### src/rtl/div_mul_pkg.sv
// Shared constants for the mult/div sequencer and the decoder that drives it.
package div_mul_pkg;

    typedef enum logic [1:0] {
        IDLE = 2'd0,
        PREP = 2'd1,
        CALC = 2'd2,
        FIX  = 2'd3
    } state_t;

    localparam logic OP_MULT = 1'b0;
    localparam logic OP_DIV  = 1'b1;

    localparam logic [5:0] FUNCT_MULT = 6'b011000;
    localparam logic [5:0] FUNCT_DIV  = 6'b011010;

endpackage

### src/rtl/div_mul_step.sv
// One iteration of unsigned shift-add multiply or restoring divide.
module div_mul_step
    import div_mul_pkg::*;
#(
    parameter int WIDTH = 32
) (
    input  logic             op,
    input  logic [WIDTH-1:0] acc,
    input  logic [WIDTH-1:0] quo,
    input  logic [WIDTH-1:0] opnd,
    output logic [WIDTH-1:0] acc_next,
    output logic [WIDTH-1:0] quo_next
);

    logic [WIDTH:0]   sum;
    logic [WIDTH:0]   shifted;
    logic [WIDTH-1:0] diff;
    logic             fits;

    always_comb begin
        // Multiply: acc:quo is the 2W-bit product register, quo's low bit is the multiplier bit.
        sum      = quo[0] ? ({1'b0, acc} + {1'b0, opnd}) : {1'b0, acc};
        // Divide: acc is the partial remainder, quo shifts the dividend out and quotient bits in.
        shifted  = {acc, quo[WIDTH-1]};
        fits     = (shifted >= {1'b0, opnd});
        diff     = shifted[WIDTH-1:0] - opnd;
        acc_next = {1'b0, sum[WIDTH:1]};
        quo_next = {sum[0], quo[WIDTH-1:1]};
        if (op == OP_DIV) begin
            acc_next = fits ? diff : shifted[WIDTH-1:0];
            quo_next = {quo[WIDTH-2:0], fits};
        end
    end

endmodule

### src/rtl/div_mul_ctrl.sv
// Multicycle signed mult/div sequencer feeding the HI/LO registers.
// Handshake: start is taken only while busy=0; done pulses one cycle when hi/lo are final (or div-by-zero aborts).
module div_mul_ctrl
    import div_mul_pkg::*;
#(
    parameter int WIDTH = 32
) (
    input  logic             clk,
    input  logic             reset,
    input  logic             start,
    input  logic             op,
    input  logic [WIDTH-1:0] a,
    input  logic [WIDTH-1:0] b,
    output logic             busy,
    output logic             done,
    output logic             div_zero,
    output logic [WIDTH-1:0] hi,
    output logic [WIDTH-1:0] lo,
    output state_t           state_dbg
);

    localparam int CW = $clog2(WIDTH);

    state_t           state, state_next;
    logic             done_next, dz_next;
    logic             op_r, dz_r, neg_main, neg_rem;
    logic [WIDTH-1:0] acc, quo, opnd;
    logic [WIDTH-1:0] acc_next, quo_next;
    logic [CW-1:0]    cnt;

    logic [2*WIDTH-1:0] prod_mag, prod_s;
    logic [WIDTH-1:0]   quo_s, rem_s, hi_fix, lo_fix;

    div_mul_step #(.WIDTH(WIDTH)) u_step (
        .op       (op_r),
        .acc      (acc),
        .quo      (quo),
        .opnd     (opnd),
        .acc_next (acc_next),
        .quo_next (quo_next)
    );

    always_ff @(posedge clk or negedge reset) begin
        if (!reset) state <= IDLE;
        else        state <= state_next;
    end

    always_comb begin
        state_next = state;
        done_next  = 1'b0;
        dz_next    = 1'b0;
        case (state)
            IDLE: if (start) state_next = PREP;
            // Div-by-zero still passes through FIX so the abort reports on the same edge slot.
            PREP: state_next = (op_r == OP_DIV && opnd == '0) ? FIX : CALC;
            CALC: if (cnt == CW'(WIDTH - 1)) state_next = FIX;
            FIX: begin
                state_next = IDLE;
                done_next  = 1'b1;
                dz_next    = dz_r;
            end
            default: state_next = IDLE;
        endcase
    end

    always_comb begin
        prod_mag = {acc, quo};
        prod_s   = neg_main ? -prod_mag : prod_mag;
        quo_s    = neg_main ? -quo : quo;
        rem_s    = neg_rem ? -acc : acc;
        hi_fix   = (op_r == OP_DIV) ? rem_s : prod_s[2*WIDTH-1:WIDTH];
        lo_fix   = (op_r == OP_DIV) ? quo_s : prod_s[WIDTH-1:0];
    end

    always_ff @(posedge clk or negedge reset) begin
        if (!reset) begin
            done     <= 1'b0;
            div_zero <= 1'b0;
            hi       <= '0;
            lo       <= '0;
            op_r     <= OP_MULT;
            dz_r     <= 1'b0;
            neg_main <= 1'b0;
            neg_rem  <= 1'b0;
            acc      <= '0;
            quo      <= '0;
            opnd     <= '0;
            cnt      <= '0;
        end else begin
            done     <= done_next;
            div_zero <= dz_next;
            case (state)
                IDLE: if (start) begin
                    // quo holds the dividend or the multiplier; opnd the divisor or multiplicand.
                    op_r <= op;
                    quo  <= (op == OP_DIV) ? a : b;
                    opnd <= (op == OP_DIV) ? b : a;
                    dz_r <= 1'b0;
                end
                PREP: begin
                    neg_main <= quo[WIDTH-1] ^ opnd[WIDTH-1];
                    neg_rem  <= quo[WIDTH-1];
                    dz_r     <= (op_r == OP_DIV) && (opnd == '0);
                    quo      <= quo[WIDTH-1] ? -quo : quo;
                    opnd     <= opnd[WIDTH-1] ? -opnd : opnd;
                    acc      <= '0;
                    cnt      <= '0;
                end
                CALC: begin
                    acc <= acc_next;
                    quo <= quo_next;
                    cnt <= cnt + 1'b1;
                end
                FIX: if (!dz_r) begin
                    hi <= hi_fix;
                    lo <= lo_fix;
                end
                default: ;
            endcase
        end
    end

    assign busy      = (state != IDLE);
    assign state_dbg = state;

endmodule

### config.mk
export PLATFORM = sky130hd
export DESIGN_NAME = div_mul_ctrl
export DESIGN_NICKNAME = d
export VERILOG_FILES = /design/src/rtl/div_mul_pkg.sv /design/src/rtl/div_mul_step.sv /design/src/rtl/div_mul_ctrl.sv
export SDC_FILE = /design/constraint.sdc
export NUM_CORES = 1
export LEC_CHECK = 0
export ABC_CLOCK_PERIOD_IN_PS = 7300
export CORE_MARGIN = 10
export CORE_UTILIZATION = 25
export CTS_CLUSTER_SIZE = 20
export DETAILED_ROUTE_END_ITERATION = 6
export GPL_TIMING_DRIVEN = 0
export SLEW_MARGIN = 20
export SYNTH_ARGS = -nofsm -noshare
export SYNTH_HDL_FRONTEND = slang
export SYNTH_HIERARCHICAL = 1
export SYNTH_SLANG_ARGS = --single-unit
### constraint.sdc
create_clock -name clk -period 7.3 [get_ports clk]
set_clock_uncertainty 0.1 [all_clocks]
set_input_delay 1.095 -clock clk [delete_from_list [all_inputs] [get_ports clk]]
set_output_delay 1.095 -clock clk [all_outputs]
set_load 0.05 [all_outputs]
* After elaboration in Yosys (flattened, before gate mapping)
Cells that the tools add are included.
** Cells by class
- Add/subtract/negate cells :: 7
- Multipliers :: 0
- Div/mod/pow operators :: 0
- $lt $le $gt $ge :: 1
- Equality and inequality tests :: 8
- Shift-type cells :: 0
- Mux-type cells :: 27
- Bitwise gates (word level) :: 2
- Reduce and logical (&&, ||, !) cells :: 14
** Operator list (count)
- $mux W32 :: 13
- $pmux W32 S2 :: 2
- $neg A32 Y32 :: 3
- $pmux W32 S3 :: 1
- $mux W64 :: 1
- $neg A64 Y64 :: 1
- $add A32 B32 Y33 :: 1
- $ge A33 B32 Y1 :: 1
- $mux W33 :: 1
- $logic_not A32 Y1 :: 1
- $sub A32 B32 Y32 :: 1
- $pmux W5 S2 :: 1
- $reduce_and A2 Y1 :: 5
- $ne A2 B2 Y1 const B :: 4
- $pmux W2 S4 :: 1
- $reduce_and A3 Y1 :: 2
- $reduce_bool A2 Y1 :: 3
- $add A5 B1 Y5 const B :: 1
- $eq A5 B5 Y1 const B :: 1
- $eq A2 B2 Y1 const B :: 2
- $mux W1 :: 4
- $mux W2 :: 2
- $reduce_bool A3 Y1 :: 1
- $eq A2 B1 Y1 const B :: 1
- other kinds (5) :: 5
** Word-level totals
- Bits in registers :: 173
- Latch bits :: 0
- Memory bits (writable) :: 0
- ROM bits :: 0
- Input port bits :: 68
- Output and inout port bits :: 69
- Word-level logic and storage cells :: 74
- Memories kept :: 0

* Longest topological paths before layout
- Word-level depth :: 4
- Gate-level depth with buffers :: 15
- Mapped depth without buffers :: 14

* Hierarchy
The synthesis kept the hierarchy.
** Modules (own cells, without submodules)
- div_mul_ctrl :: instances 1, cells each 1292, area an instance 10896.7 sq um
- div_mul_step :: instances 1, cells each 723, area an instance 4939.7 sq um

* Worst setup path before layout
No wires, ideal clock.
- Path kind :: register to register
- From :: register quo[31]
- To :: register acc[30]
- Data arrival time :: 2.727 ns
- Data required time :: 7.067 ns
- Path slack :: 4.340 ns
- Stages on the path, launching flop included :: 15
- Clock period less this slack :: 2.960 ns
- Cell sequence :: dfrtp_1 > inv_1 > ha_1 > fa_1 > nor2b_1 > o31a_1 > o22ai_4 > o2111a_2 > nor3_1 > o311ai_2 > a32oi_1 > o31a_1 > nand2_1 > nand2_1 > o21ai_0
** On the way
- Word-level cells in the longest chain between the ends :: 4
- Elaborated cells between the ends (all ways) :: 5
- Those cells by class :: add/sub: 1; order compare: 1; mux: 3
** RTL lines
- start: declaration :: RTL line div_mul_ctrl.sv:27 : logic [WIDTH-1:0] acc, quo, opnd;
- start signal: assignment :: RTL line div_mul_ctrl.sv:96 : quo <= (op == OP_DIV) ? a : b;
- start signal: assignment :: RTL line div_mul_ctrl.sv:104 : quo <= quo[WIDTH-1] ? -quo : quo;
- start signal: assignment :: RTL line div_mul_ctrl.sv:111 : quo <= quo_next;
- $sub A32 B32 Y32 or $ge A33 B32 Y1 (tied branches) :: RTL line div_mul_step.sv:26, div_mul_step.sv:25
- $mux W32 (*) :: RTL line div_mul_step.sv:30 : acc_next = fits ? diff : shifted[WIDTH-1:0];
- $mux W32 (*) :: RTL line div_mul_step.sv:29 : if (op == OP_DIV) begin
- net acc_next[30] :: RTL line div_mul_ctrl.sv:28 : logic [WIDTH-1:0] acc_next, quo_next;
- $pmux W32 S2 (*) :: RTL line div_mul_ctrl.sv:92 : case (state)
- end signal: assignment :: RTL line div_mul_ctrl.sv:110 : acc <= acc_next;
- end: declaration :: RTL line div_mul_ctrl.sv:27
The timed path passes the listed nets; every way through them passes the cells marked *.
A chain may end at the register's enable or synchronous reset.

* Worst setup path after layout
- From :: input op
- To :: register opnd[6]
** On the way
- Word-level cells in the longest chain between the ends :: 3
** RTL lines
- start: declaration :: RTL line div_mul_ctrl.sv:11 : input logic op,
- $mux W32 :: RTL line div_mul_ctrl.sv:97 : opnd <= (op == OP_DIV) ? b : a;
- $mux W32 :: RTL line div_mul_ctrl.sv:93 : IDLE: if (start) begin
- $pmux W32 S2 :: RTL line div_mul_ctrl.sv:92
- end signal: assignment :: RTL line div_mul_ctrl.sv:97
- end signal: assignment :: RTL line div_mul_ctrl.sv:105 : opnd <= opnd[WIDTH-1] ? -opnd : opnd;
- end: declaration :: RTL line div_mul_ctrl.sv:27
Every way passes these cells. The select of a mux whose other input is x is not followed.

==> reports/summary.txt <==
DRC -> 0
Seq/Total Area, Yosys -> 27.34%
Chip Width -> 271.7 um
# rows -> 92
H-tree depth -> 4
min setup slack post-route -> 3369 ps
RSZ-0062 raised after global routing -> no
Ports -> 137
register area -> 4329 um2
GR Util All Layers -> 16.99%
Setup crit end kind -> flop
Die H -> 271.7 um
TritonCTS clock tree -> yes
largest net degree at the start of global routing -> 61
most frequent CP cell -> buf_2
#FFs+latches synth -> 173
Skew-Pair Late Insertion Delay -> 470 ps
drt first pass iters -> 6
startpoint types -> input pin
number of synthesis warnings -> 6
cell family with most CP delay -> buffers and inverters
CTS Sinks -> 173
outcome -> completed
syn_area_per_cell -> 7.859 um2
Post-CTS Setup Inserts -> 0
min cycle time layout -> 3931 ps
Resized Gates After CTS -> 0
kind of critical path -> in2reg
NumNets Final -> 2316
Yosys cell types -> 90
area occupied by multi-input gates -> 10560 um2
worst slew pin tran -> 1047 ps
final instance area -> 18890 um2
IO buf count -> 136
Buf/Inv on CP -> 5
dpl hpwl -> 52260 um
# setup viols final -> 0
drt total wl -> 65270 um
worst hold-check slack -> 378.5 ps
Util after Layout -> 30.06%
hold buffer count at CTS -> 0
Final Max Tran Viols -> 0
Syn Nets -> 2159
Final ANT Viol Nets -> 0
Worst path slowest cell -> buf_1
max-capacitance violation count -> 0
initial antenna violation count -> 10
Core Region -> 62850 um2
CP Max Fanout -> 10
synthesis-to-layout area growth -> 19.30%
f_max -> 0.2544 GHz
final worst-path cycle share -> 53.85%
RePlAce Congestion -> 0.9590
vias -> 16400
Synth Flop Type -> dfrtp_1
hold crit path type -> reg2reg
global-route wire length before repair -> 98280 um
Post-synth ARST share -> 100.0%
Max clock buf depth -> 2
number of synthesized flops with an enable pin -> 0
root buffer cell -> clkbuf_16
Filler cells -> 6772
Final Hold Fails -> 0
CP Data Required Time -> 7530 ps
crit path cell chain -> clkdlybuf4s50_1 > clkbuf_1 > buf_2 > buf_2 > buf_1 > mux2i_1 > o221ai_1
Worst-path clk slew -> 80 ps
die area -> 73810 um2
slowest stage delay, CP -> 780 ps
Rel. slew slack -> 29.89%
Placement Setup Slack -> 2919 ps
CTS Buf Count -> 17
area of the mapped netlist -> 15840 um2
drt wl/cell -> 21.53 um
layout cells sized above 1 -> 5.449%
worst endpoint data arrival time -> 4160 ps
vias in the first global route -> 15630
post-synthesis cell count -> 2015
Area after DPL -> 18320 um2
Iter 0 DRT Violations -> 1745
initial core utilization -> 25.20%
Via-to-Cell Ratio -> 5.408
grt total ovfl -> 0
cell type report:
cell class	instances	share of cell area (%)
Timing Repair Buffer	138	7.523
Buffer	137	3.093
Clock inverter	13	0.7550
Antenna cell	2	0.02649
Multi-Input combinational cell	1607	55.87
Clock buffer	18	2.272
Sequential cell	173	22.91
Inverter	98	1.947
Tap cell	846	5.603
path summary, 6_finish.rpt:
| check | startpoint | to | slack [ps] | cells past startpoint |
|---|---|---|---|---|
| setup / recovery | op | opnd[6]$_DFFE_PN0P_ | 3370 | 7 |
| hold / removal | hi[4]$_DFFE_PN0P_ | hi[4]$_DFFE_PN0P_ | 380 | 2 |
| setup reg to reg | acc[0]$_DFFE_PN0N_ | acc[29]$_DFFE_PN0N_ | 3490 | 13 |
| hold reg to reg | hi[4]$_DFFE_PN0P_ | hi[4]$_DFFE_PN0P_ | 380 | 2 |
| max in group asynchronous | reset | opnd[1]$_DFFE_PN0P_ | 5950 | 2 |
| min in group asynchronous | reset | lo[12]$_DFFE_PN0P_ | 440 | 1 |
tightest hold or removal path, cell delays in order (launching register included):
cell and delay [ps]:
dfrtp_1 350, nand2_1 50, o31ai_1 50
cell families after synthesis:
logic type | share of synthesized area, %
buffers and inverters | 6.013
multiplexers | 7.024
XOR/XNOR | 4.867
adder cells (fa/ha/maj) | 6.099
flip-flops | 27.34
AO/OA/AOI/OAI | 26.93
AND/OR/NAND/NOR | 21.74
cells in the mapped netlist (17+ instances only):
| cell | n | area, um2 |
|---|---|---|
| nor2_1 | 127 | 476.7 |
| o31ai_1 | 33 | 247.7 |
| nor3_1 | 64 | 320.3 |
| xnor2_1 | 41 | 359.1 |
| a21oi_1 | 95 | 475.5 |
| inv_1 | 98 | 367.9 |
| dfrtp_1 | 173 | 4329 |
| nand2_1 | 250 | 938.4 |
| nand4_1 | 28 | 175.2 |
| or4_1 | 23 | 172.7 |
| xor2_1 | 47 | 411.6 |
| nand3_1 | 43 | 215.2 |
| mux2_2 | 33 | 371.6 |
| nor2b_1 | 51 | 319.1 |
| ha_1 | 74 | 925.9 |
| a21o_1 | 36 | 270.3 |
| nor4_1 | 41 | 256.5 |
| o21a_1 | 17 | 127.6 |
| a211oi_1 | 44 | 330.3 |
| a31oi_1 | 35 | 219.0 |
| mux2i_1 | 74 | 740.7 |
| clkbuf_1 | 108 | 405.4 |
| o21ai_0 | 187 | 935.9 |
through the flow:
stage,instances,TNS (ps)
6_report,3032,0
5_1_grt,3032,0
4_1_cts,3030,0
3_5_place_dp,2999,0
3_3_place_gp,2997,-436380
2_1_floorplan,2015,0
placed cells by master, fill, tap and decap left out, drive strengths merged, types with 74 or more instances in the layout:
| cell type | count |
|---|---|
| ha | 74 |
| nand2 | 250 |
| nor2 | 127 |
| clkdlybuf4s50 | 135 |
| mux2i | 74 |
| o21ai | 195 |
| inv | 100 |
| clkbuf | 126 |
| a21oi | 97 |
| dfrtp | 173 |
flip-flops by register name, indices dropped and copies added (netlist names):
name	flops
done	1
neg_main	1
op_r	1
div_zero	1
opnd	32
neg_rem	1
state_dbg	2
acc	32
hi	32
quo	32
lo	32
cnt	5
dz_r	1
routing by layer:
metal	GRT usage, %	routed length [um]
met5	0	96
met4	7.442	2636
met3	2.778	4931
met2	27.24	29600
met1	22.20	28000
Power is left out: the tool's default activity adds up to more than one toggle a clock period on the data nets, which glitch-free logic cannot reach.
